**src/rtl/mpeg_stream_ctrl_pkg.sv**
```systemverilog
// Shared types and widths for the MPEG stream controller.
// Holds the FSM encoding and counter sizing used by the top and pacer.
package mpeg_ctrl_pkg;

    localparam int CNT_W  = 32;
    localparam int PACE_W = 7;
    localparam int DATA_W = 8;

    typedef enum logic [1:0] {
        ST_IDLE,
        ST_FEED,
        ST_END,
        ST_DONE
    } state_e;

    function automatic logic [CNT_W-1:0] sat_inc(input logic [CNT_W-1:0] v);
        return (&v) ? v : v + CNT_W'(1);
    endfunction

endpackage

```
**src/rtl/mpeg_stream_ctrl_pace.sv**
```systemverilog
// Byte pacer: counts 0..div while enabled, ticks on the last count.
// Held at zero outside the feed phase so every stream starts aligned.
module mpeg_pace_gen
    import mpeg_ctrl_pkg::*;
(
    input  logic              clk,
    input  logic              rst,
    input  logic              en,
    input  logic [PACE_W-1:0] div,
    output logic              tick
);

    logic [PACE_W-1:0] cnt_q;
    logic [PACE_W-1:0] cnt_d;

    assign tick = en & (cnt_q == div);

    always_comb begin
        cnt_d = '0;
        if (en && !tick) begin
            cnt_d = cnt_q + PACE_W'(1);
        end
    end

    always_ff @(posedge clk or posedge rst) begin
        if (rst) begin
            cnt_q <= '0;
        end else begin
            cnt_q <= cnt_d;
        end
    end

endmodule

```
**src/rtl/mpeg_stream_ctrl.sv**
```systemverilog
// MPEG stream controller: paces source bytes into the datapath and
// drains the egress FIFO to the sink until the stream length is met.
module mpeg_stream_ctrl
    import mpeg_ctrl_pkg::*;
(
    input  logic              clk,
    input  logic              rst,
    input  logic              start,
    input  logic              abort,
    input  logic [CNT_W-1:0]  total_len,
    input  logic [PACE_W-1:0] pace_div,
    input  logic [DATA_W-1:0] src_data,
    input  logic              src_valid,
    output logic              src_ready,
    output logic [DATA_W-1:0] mpeg_in,
    output logic              mpeg_in_en,
    output logic              stream_end,
    input  logic              mpeg_prog_full,
    input  logic [DATA_W-1:0] mpeg_out,
    input  logic              mpeg_empty,
    output logic              mpeg_rd,
    output logic [DATA_W-1:0] out_data,
    output logic              out_valid,
    output logic              busy,
    output logic              done,
    output logic [CNT_W-1:0]  in_cnt,
    output logic [CNT_W-1:0]  out_cnt,
    output logic [CNT_W-1:0]  stall_cnt
);

    state_e            state_q;
    logic [CNT_W-1:0]  len_q;
    logic [PACE_W-1:0] pace_q;
    logic [CNT_W-1:0]  in_cnt_q;
    logic [CNT_W-1:0]  out_cnt_q;
    logic [CNT_W-1:0]  stall_cnt_q;
    logic [DATA_W-1:0] mpeg_in_q;
    logic              mpeg_in_en_q;
    logic              stream_end_q;
    logic              out_valid_q;
    logic              done_q;

    logic in_feed;
    logic in_end;
    logic pace_tick;
    logic xfer;
    logic rd_limit;

    assign in_feed = (state_q == ST_FEED);
    assign in_end  = (state_q == ST_END);

    mpeg_pace_gen u_pace (
        .clk  (clk),
        .rst  (rst),
        .en   (in_feed),
        .div  (pace_q),
        .tick (pace_tick)
    );

    assign src_ready = in_feed & pace_tick & ~mpeg_prog_full
                     & (in_cnt_q < len_q);
    assign xfer      = src_ready & src_valid;

    // A read already in flight counts toward the length, so no overread.
    assign rd_limit  = ((out_cnt_q + CNT_W'(out_valid_q)) == len_q);
    assign mpeg_rd   = ~mpeg_empty & (in_feed | in_end) & ~rd_limit;

    assign mpeg_in    = mpeg_in_q;
    assign mpeg_in_en = mpeg_in_en_q;
    assign stream_end = stream_end_q;
    assign out_data   = mpeg_out;
    assign out_valid  = out_valid_q;
    assign busy       = in_feed | in_end;
    assign done       = done_q;
    assign in_cnt     = in_cnt_q;
    assign out_cnt    = out_cnt_q;
    assign stall_cnt  = stall_cnt_q;

    always_ff @(posedge clk or posedge rst) begin
        if (rst) begin
            state_q      <= ST_IDLE;
            len_q        <= '0;
            pace_q       <= '0;
            in_cnt_q     <= '0;
            out_cnt_q    <= '0;
            stall_cnt_q  <= '0;
            mpeg_in_q    <= '0;
            mpeg_in_en_q <= 1'b0;
            stream_end_q <= 1'b0;
            out_valid_q  <= 1'b0;
            done_q       <= 1'b0;
        end else begin
            mpeg_in_en_q <= 1'b0;
            done_q       <= 1'b0;
            out_valid_q  <= mpeg_rd;
            if (abort) begin
                state_q      <= ST_IDLE;
                stream_end_q <= 1'b0;
            end else begin
                unique case (state_q)
                    ST_IDLE: begin
                        if (start) begin
                            len_q        <= total_len;
                            pace_q       <= pace_div;
                            in_cnt_q     <= '0;
                            out_cnt_q    <= '0;
                            stall_cnt_q  <= '0;
                            stream_end_q <= (total_len == '0);
                            state_q      <= (total_len == '0) ? ST_END
                                                              : ST_FEED;
                        end
                    end
                    ST_FEED: begin
                        if (xfer) begin
                            mpeg_in_q    <= src_data;
                            mpeg_in_en_q <= 1'b1;
                            in_cnt_q     <= in_cnt_q + CNT_W'(1);
                        end
                        if (mpeg_prog_full) begin
                            stall_cnt_q <= sat_inc(stall_cnt_q);
                        end
                        if (out_valid_q) begin
                            out_cnt_q <= out_cnt_q + CNT_W'(1);
                        end
                        if (in_cnt_q == len_q) begin
                            state_q      <= ST_END;
                            stream_end_q <= 1'b1;
                        end
                    end
                    ST_END: begin
                        if (out_valid_q) begin
                            out_cnt_q <= out_cnt_q + CNT_W'(1);
                        end
                        if (out_cnt_q == len_q) begin
                            state_q <= ST_DONE;
                            done_q  <= 1'b1;
                        end
                    end
                    ST_DONE: begin
                        state_q      <= ST_IDLE;
                        stream_end_q <= 1'b0;
                    end
                endcase
            end
        end
    end

endmodule

```
**config.mk**
```make
export PLATFORM = sky130hd
export DESIGN_NAME = mpeg_stream_ctrl
export DESIGN_NICKNAME = d
export VERILOG_FILES = /design/src/rtl/mpeg_stream_ctrl_pkg.sv /design/src/rtl/mpeg_stream_ctrl_pace.sv /design/src/rtl/mpeg_stream_ctrl.sv
export SDC_FILE = /design/constraint.sdc
export NUM_CORES = 1
export LEC_CHECK = 0
export CORE_UTILIZATION = 46
export DETAILED_ROUTE_END_ITERATION = 7
export PLACE_DENSITY_LB_ADDON = 0.08
export SLEW_MARGIN = 20
export SYNTH_ARGS = -nofsm -noshare
export SYNTH_HDL_FRONTEND = slang
export SYNTH_HIERARCHICAL = 1
export SYNTH_SLANG_ARGS = --single-unit
export TNS_END_PERCENT = 1
```
**constraint.sdc**
```tcl
create_clock -name clk -period 12.8 [get_ports clk]
set_input_delay 2.56 -clock clk [delete_from_list [all_inputs] [get_ports clk]]
set_output_delay 2.56 -clock clk [all_outputs]
set_load 0.01 [all_outputs]
```
======== Word level (Yosys, flattened, before mapping) ========
Index checks and enable logic that the tools add are counted.
storage, ports and cells
  bits of input ports ..................... 62
  output and inout bits ................... 119
  register bits after elaboration ......... 156
cells by class
  mux-type cells .......................... 25
  equal/unequal tests ..................... 15
  add/sub/neg operators ................... 5
  reductions and logical operators ........ 16
  $lt $le $gt $ge ......................... 1
  bitwise operators ....................... 12
operators with widths
  operator                 count
  $pmux W32 S2             3
  $mux W32                 5
  $add A32 B1 Y32 const B  3
  $eq A32 B32 Y1           3
  $add A32 B1 Y32          1
  $logic_not A32 Y1        1
  $lt A32 B32 Y1           1
  $reduce_and A32 Y1       1
  $reduce_and A3 Y1        4
  $mux W2                  5
  $mux W1                  9
  $pmux W2 S4              1
  $reduce_and A4 Y1        2
  $add A7 B1 Y7 const B    1
  $and A1 B1 Y1            7
  $eq A7 B7 Y1             1
  $mux W7                  1
  $ne A2 B2 Y1 const B     3
  $ne A3 B2 Y1 const B     2
  $reduce_and A5 Y1        1
  $eq A2 B2 Y1 const B     2
  $ne A2 B1 Y1 const B     2
  $not A1 Y1               4
  $reduce_bool A2 Y1       2
  9 further kinds          9

======== Logic depth before layout (Yosys ltp) ========
Gate-level depths: netlist (run 1).
  depth in word-level cells ............... 9
  gate-level depth with buffers ........... 12

======== Hierarchy ========
Netlist (run 1), hierarchy kept.
modules (own cells, without submodules)
  module            cells each  area each (um^2)  times used
  mpeg_stream_ctrl  988         9,116.2           1
  mpeg_pace_gen     44          474.2             1

======== Worst setup path after synthesis (run 1) ========
Ideal clock, no wire load.
  path kind ............................... in2out
  start ................................... input mpeg_prog_full
  end ..................................... output src_ready
  slack ................................... 6.794 ns
  stages on the path ...................... 3
  data arrival time ....................... 3.446 ns
  path through ............................ a2111oi_0 o211ai_1 nor2_1
on the way
  cells in the longest elaborated chain, start to end .. 3
ends and longest elaborated chain
  item                RTL line                RTL
  start: declaration  mpeg_stream_ctrl.sv:18  input logic mpeg_prog_full,
  $not A1 Y1          mpeg_stream_ctrl.sv:60  assign src_ready = in_feed & pace_tick & ~mpeg_prog_full
  $and A1 B1 Y1       mpeg_stream_ctrl.sv:60
  $and A1 B1 Y1       mpeg_stream_ctrl.sv:61  & (in_cnt_q < len_q);
  end: declaration    mpeg_stream_ctrl.sv:14  output logic src_ready,
No other way between the ends.

======== Worst setup path after layout (run 1) ========
Same ends and word-level chain as after synthesis.

==> results.sh, run 1 <==
export IMPL_ys_top_cells_by_count="156 x dfrtp_1, 95 x nor2_1, 84 x nand2_1, 58 x xnor2_1, 55 x nand3_1"
export IMPL_synthAdderAreaFrac=0.05479
export IMPL_setup_tns_final_ns=0
export IMPL_fin_crit_ns=7.381
export IMPL_cp_slowest_cell="a2111oi_0"
export IMPL_htreeDepth=4
export IMPL_grt_pass1_wl_um=42140
export IMPL_power_leakage_nw=5.077
export IMPL_yosys_area_top_type="dfrtp_1"
export IMPL_fin_total_pwr_mw=1.882
export IMPL_vdd_drop_max_uv=108.4
export IMPL_routedWlPerCell_um=18.20
export IMPL_syn_area_per_cell_um2=9.293
export IMPL_start_util=0.4709
export IMPL_dpl_instance_area_mm2=0.01137
export IMPL_powerDensity_mw_per_mm2=156.9
export IMPL_stdcell_count=1450
export IMPL_gp_congestion=0.9314
export IMPL_firstDrtPassIters=7
export IMPL_synthSimpleGateAreaFrac=0.2099
export IMPL_drc_errors=0
export IMPL_path_clk_slew_ns=0.07
export IMPL_synth_seq_cells=156
export IMPL_slew_violations=0
export IMPL_clock_sinks=156
export IMPL_crit_path_start_kind="input pin"
export IMPL_ys_warnings_count=6
export IMPL_viasPerCell=5.630
export IMPL_nets=1271
export IMPL_final_setup_skew_ns=0.01209
export IMPL_syn_nets=1136
export IMPL_relSlewSlack=0.4580
export IMPL_async_flop_share=1.000
export IMPL_design_area_mm2=0.01200
export IMPL_crit_path_end="src_ready"
export IMPL_hold_class="flip-flop to flip-flop"
export IMPL_finalSetupViolCount=0
export IMPL_cp_startpoint="mpeg_prog_full"
export IMPL_clk_latency_ns=0.43
export IMPL_cts_resized=0
export IMPL_hold_buffers=0
export IMPL_synth_sequential_area_ratio=0.4070
export IMPL_timing_final_crit_share=0.5766
export IMPL_slowest_delay_ns=0.66
export IMPL_syn_inst=1032
export IMPL_critPathKind="input pin to output pin"
export IMPL_crit_fanout=2
export IMPL_synth_flop_cell="dfrtp_1"
export IMPL_timing_rr_end="in_cnt[31]$_DFFE_PP0P_"
export IMPL_tritoncts="built"
export IMPL_path_common_cell="clkdlybuf4s50_1"
export IMPL_worstMarginPinSlew_ns=0.8110
export IMPL_status="finished, final reports clean"
export IMPL_end_kind="output pin"
export IMPL_pre_cts_ws_ns=5.464
export IMPL_crit_chain="clkdlybuf4s50_1 > a2111oi_0 > o211ai_1 > nor2_1 > clkdlybuf4s50_1"
export IMPL_ioPinCount=181
export IMPL_synth_edff_count=0
export IMPL_hold_violations=0
export IMPL_die_y_um=146.4
export IMPL_yosysUniqueCellTypes=68
export IMPL_row_count=52
export IMPL_crit_required_ns=10.24
export IMPL_drive_gt1_frac=0.08898
export IMPL_numPortBuffers=164
export IMPL_clockBufferDepth=2
export IMPL_clock_tree_root_cell="clkbuf_16"
export IMPL_overflow=0
export IMPL_synthMuxAreaShare=0.06053
export IMPL_grt_pass1_vias=7691
export IMPL_fmax_mhz=135.5
export IMPL_antenna_found_initial=0
export IMPL_wl_um=26390
export IMPL_syn_area_mm2=0.009590
export IMPL_synth_area_leaders="dfrtp_1 41%, mux2_2 5.6%, ha_1 5.5%"
export IMPL_yosys_area_share_xor_xnor=0.1031
export IMPL_drtAntennaViolNets=0
export IMPL_synth_top_family_by_area="simple AND/OR/NAND/NOR gates"
export IMPL_synth_compound_area_frac=0.1157
export IMPL_reg2reg_depth=9
export IMPL_grt_max_degree=90
export IMPL_syn_to_final_growth_pct=25.13
export IMPL_yosys_area_top_type_share=0.4070
export IMPL_synth_most_common_cell="dfrtp_1"
export IMPL_die_area_mm2=0.02143
export IMPL_cp_arrival_ns=4.82
export IMPL_die_w_um=146.4
export IMPL_first_iter_violations=424
export IMPL_dpl_cell_count=1418
export IMPL_place_detailed_hpwl_um=19650
export IMPL_postCtsSetupBuffers=0
export IMPL_cap_viol_max_count=0
export IMPL_vias=8164
export IMPL_timing_rr_start="u_pace/cnt_q[3]$_DFF_PP0_"
export IMPL_design_core_area_mm2=0.02036
export IMPL_numCtsBuffers=17
export IMPL_track_usage=0.2517
export IMPL_rsz0062_at_grt="false"
export IMPL_rrSetupSlack_ns=8.90
export IMPL_setup_ws_ns=5.419
export IMPL_num_antenna_cells=0
metrics by stage:
stage / hold slack (ns) / util
3_3_place_gp: 0.4887 / 0.5582
4_1_cts: 0.5103 / 0.5893
2_1_floorplan: 0.4995 / -
5_1_grt: 0.5314 / 0.5893
3_5_place_dp: 0.4945 / 0.5582
6_report: 0.5058 / 0.5893
worst min path at each step:
stage                                         to  cells after the start  slack (ns)                   start
after floorplan            pace_q[0]$_DFFE_PP0P_                      1        0.50   pace_q[0]$_DFFE_PP0P_
after global placement    mpeg_in[7]$_DFFE_PP0P_                      1        0.49  mpeg_in[7]$_DFFE_PP0P_
after detailed placement  mpeg_in[5]$_DFFE_PP0P_                      1        0.49  mpeg_in[5]$_DFFE_PP0P_
after CTS                 mpeg_in[5]$_DFFE_PP0P_                      1        0.51  mpeg_in[5]$_DFFE_PP0P_
after global routing      mpeg_in[3]$_DFFE_PP0P_                      1        0.53  mpeg_in[3]$_DFFE_PP0P_
final                     mpeg_in[7]$_DFFE_PP0P_                      1        0.51  mpeg_in[7]$_DFFE_PP0P_
cells by family after synthesis:
| logic type | Yosys count |
|---|---|
| simple gates | 391 |
| compound gates | 170 |
| flops | 156 |
| xor+xnor | 112 |
| buf+inv | 109 |
| mux | 52 |
| fa+ha+maj | 42 |
registers in the layout, summed over array words and instances, names as in the netlist:
name          count
pace_q            7
out_valid         1
len_q            32
in_cnt           32
mpeg_in_en        1
state_q           2
stream_end        1
stall_cnt        32
u_pace/cnt_q      7
out_cnt          32
mpeg_in           8
done              1
cells in the final DEF, fill, tap and decap left out, drive strengths merged, types with 9 or more instances in the layout:
| cell type | synthesis | routed |
|---|---|---|
| mux2 | 48 | 48 |
| dfrtp | 156 | 156 |
| a21oi | 44 | 44 |
| nand4 | 37 | 37 |
| or3 | 9 | 9 |
| xnor2 | 58 | 58 |
| clkdlybuf4s50 | 0 | 164 |
| a21o | 12 | 12 |
| nor4 | 29 | 29 |
| nand3 | 56 | 56 |
| a31oi | 21 | 21 |
| nor3 | 24 | 24 |
| nand2 | 84 | 84 |
| clkbuf | 31 | 19 |
| inv | 54 | 56 |
| ha | 42 | 42 |
| xor2 | 54 | 54 |
| nor2 | 96 | 96 |
| and3 | 15 | 15 |
| o21ai | 37 | 37 |
critical path: cells and delay by family:
kind / cells / cell delay (ns)
buffers and inverters: 2 / 1.01
AND/OR/NAND/NOR: 1 / 0.29
AO/OA/AOI/OAI: 2 / 0.96
power breakdown:
group,switching [mW],internal (mW),total [mW]
clock network,0.217,0.333,0.550
registers,0.122,0.580,0.702
logic,0.348,0.282,0.631
cell type report:
class                           count  area, um^2
Clock buffer                       19       442.9
Clock inverter                     13       188.9
Fill cell                        1795        8364
Inverter                           54       207.7
Multi-Input combinational cell    767        5225
Sequential cell                   156        3904
Tap cell                          270       337.8
Timing Repair Buffer              171        1694
routing by layer:
| layer | up-vias | routed length, um | track usage |
|---|---|---|---|
| li1 | 3965 | - | - |
| met1 | 3946 | 12520 | 0.3586 |
| met2 | 226 | 12360 | 0.3976 |
| met3 | 27 | 1113 | 0.04219 |
| met4 | 0 | 391 | 0.06302 |
| met5 | - | 0 | 0 |
Note: power is estimated with default switching activity, not from simulation.
==> inputs of run 2 (changes only) <==
- clock period: 12.8 -> 7.7 ns (I/O delays scaled with it)
==> run 2 against run 1 <==
Via count increased by 0.91%. Final area decreased by 0.87%. Wire length about the same. Setup slack got worse by 3.1 ns. Register-to-register slack got worse by 5.1 ns. Sequential power increased by 67%. Worst hold slack improved by 0.00082 ns. Sequential share of layout area increased by 0.28 points. Clock power increased by 40%. Die area unchanged. Largest cell class unchanged. Highest routed layer unchanged.
==> results.sh, run 2 (synthesized netlist as in run 1, its figures left out) <==
export IMPL_gp_congestion=0.9378
export IMPL_cts_resized=0
export IMPL_die_area_mm2=0.02143
export IMPL_final_common_cell="clkdlybuf4s50_1"
export IMPL_place_detailed_hpwl_um=19580
export IMPL_routedWlPerCell_um=18.21
export IMPL_setup_ws_ns=2.295
export IMPL_viasPerCell=5.685
export IMPL_power_leakage_nw=5.026
export IMPL_die_w_um=146.4
export IMPL_syn_to_final_growth_pct=24.04
export IMPL_hold_class="flip-flop to flip-flop"
export IMPL_cap_viol_max_count=0
export IMPL_hold_buffers=0
export IMPL_path_clk_slew_ns=0.06
export IMPL_antenna_found_initial=0
export IMPL_crit_required_ns=6.16
export IMPL_first_iter_violations=410
export IMPL_finalSetupViolCount=0
export IMPL_ioPinCount=181
export IMPL_timing_final_crit_share=0.7020
export IMPL_final_setup_skew_ns=0.01028
export IMPL_drtAntennaViolNets=0
export IMPL_fin_crit_ns=5.405
export IMPL_fmax_mhz=185.0
export IMPL_postCtsSetupBuffers=0
export IMPL_stdcell_count=1449
export IMPL_start_util=0.4709
export IMPL_wl_um=26380
export IMPL_nets=1271
export IMPL_vias=8238
export IMPL_hold_violations=0
export IMPL_die_y_um=146.4
export IMPL_num_antenna_cells=0
export IMPL_slew_violations=0
export IMPL_tritoncts="built"
export IMPL_crit_path_start_kind="flip-flop"
export IMPL_grt_pass1_vias=7964
export IMPL_clk_latency_ns=0.42
export IMPL_firstDrtPassIters=5
export IMPL_vdd_drop_max_uv=159.3
export IMPL_drive_gt1_frac=0.08651
export IMPL_layout_common_cells="164 x clkdlybuf4s50_1, 156 x dfrtp_1, 94 x nor2_1, 84 x nand2_1, 58 x xnor2_1"
export IMPL_crit_fanout=7
export IMPL_worstMarginPinSlew_ns=0.8361
export IMPL_status="finished, final reports clean"
export IMPL_dpl_cell_count=1418
export IMPL_numCtsBuffers=17
export IMPL_track_usage=0.2523
export IMPL_grt_max_degree=90
export IMPL_cp_arrival_ns=3.87
export IMPL_setup_tns_final_ns=0
export IMPL_relSlewSlack=0.4426
export IMPL_end_kind="output pin"
export IMPL_rsz0062_at_grt="false"
export IMPL_overflow=0
export IMPL_htreeDepth=4
export IMPL_clockBufferDepth=2
export IMPL_drc_errors=0
export IMPL_clock_tree_root_cell="clkbuf_16"
export IMPL_critPathKind="flip-flop to output pin"
export IMPL_design_core_area_mm2=0.02036
export IMPL_grt_pass1_wl_um=42280
export IMPL_numPortBuffers=164
export IMPL_powerDensity_mw_per_mm2=251.6
export IMPL_row_count=52
export IMPL_clock_sinks=156
export IMPL_pre_cts_ws_ns=2.357
==> run 2: metrics by stage <==
stage | power (mW) | hold WS (ns) | utilization | area [um^2]
5_1_grt | 3.178 | 0.5215 | 0.5842 | 11900
4_1_cts | 3.009 | 0.5104 | 0.5842 | 11900
6_report | 2.993 | 0.5066 | 0.5842 | 11900
3_5_place_dp | 2.223 | 0.4953 | 0.5582 | 11370
3_3_place_gp | 2.205 | 0.4897 | 0.5582 | 11370
2_1_floorplan | 1.857 | 0.4995 | - | 9590
==> run 2: report_power, final <==
group	leakage, nW	switching, mW	internal [mW]
clock network	0.253	0.342	0.428
registers	2.07	0.201	0.964
logic	2.70	0.586	0.471
==> run 2: per-layer routing <==
metal / GRT usage / part of all wire
met1: 0.3525 / 0.47
met2: 0.4019 / 0.47
met3: 0.03500 / 0.044
met4: 0.08594 / 0.020
met5: 0 / 0
==> run 2: path summary, 6_finish.rpt <==
check | start | to | slack (ns) | cells past startpoint
setup reg to reg | u_pace/cnt_q[4]$_DFF_PP0_ | in_cnt[31]$_DFFE_PP0P_ | 3.83 | 9
hold reg to reg | mpeg_in[1]$_DFFE_PP0P_ | mpeg_in[1]$_DFFE_PP0P_ | 0.51 | 1
setup / recovery | out_cnt[0]$_DFFE_PP0P_ | mpeg_rd | 2.29 | 10
hold / removal | mpeg_in[1]$_DFFE_PP0P_ | mpeg_in[1]$_DFFE_PP0P_ | 0.51 | 1
min in group asynchronous | rst | u_pace/cnt_q[5]$_DFF_PP0_ | 1.49 | 2
max in group asynchronous | rst | len_q[16]$_DFFE_PP0P_ | 4.70 | 3
==> run 2: layout make-up <==
class,instances,area (um^2)
inverter,54,207.7
tap,270,337.8
fill,1820,8468
sequential,156,3904
clock buffer,22,464.2
clock inverter,9,63.81
timing repair buffer,171,1694
multi-input combinational,767,5225
==> run 2: worst max-delay path, cell delays in order (launching register included) <==
cell and delay, ns:
dfrtp_1 0.48, ha_1 0.23, ha_1 0.19, nand3_1 0.18, nor3_1 0.51, nand3_1 0.14
a2111oi_0 0.44, o2111ai_1 0.18, nor4_1 0.34, a41oi_1 0.22, clkdlybuf4s50_1 0.53
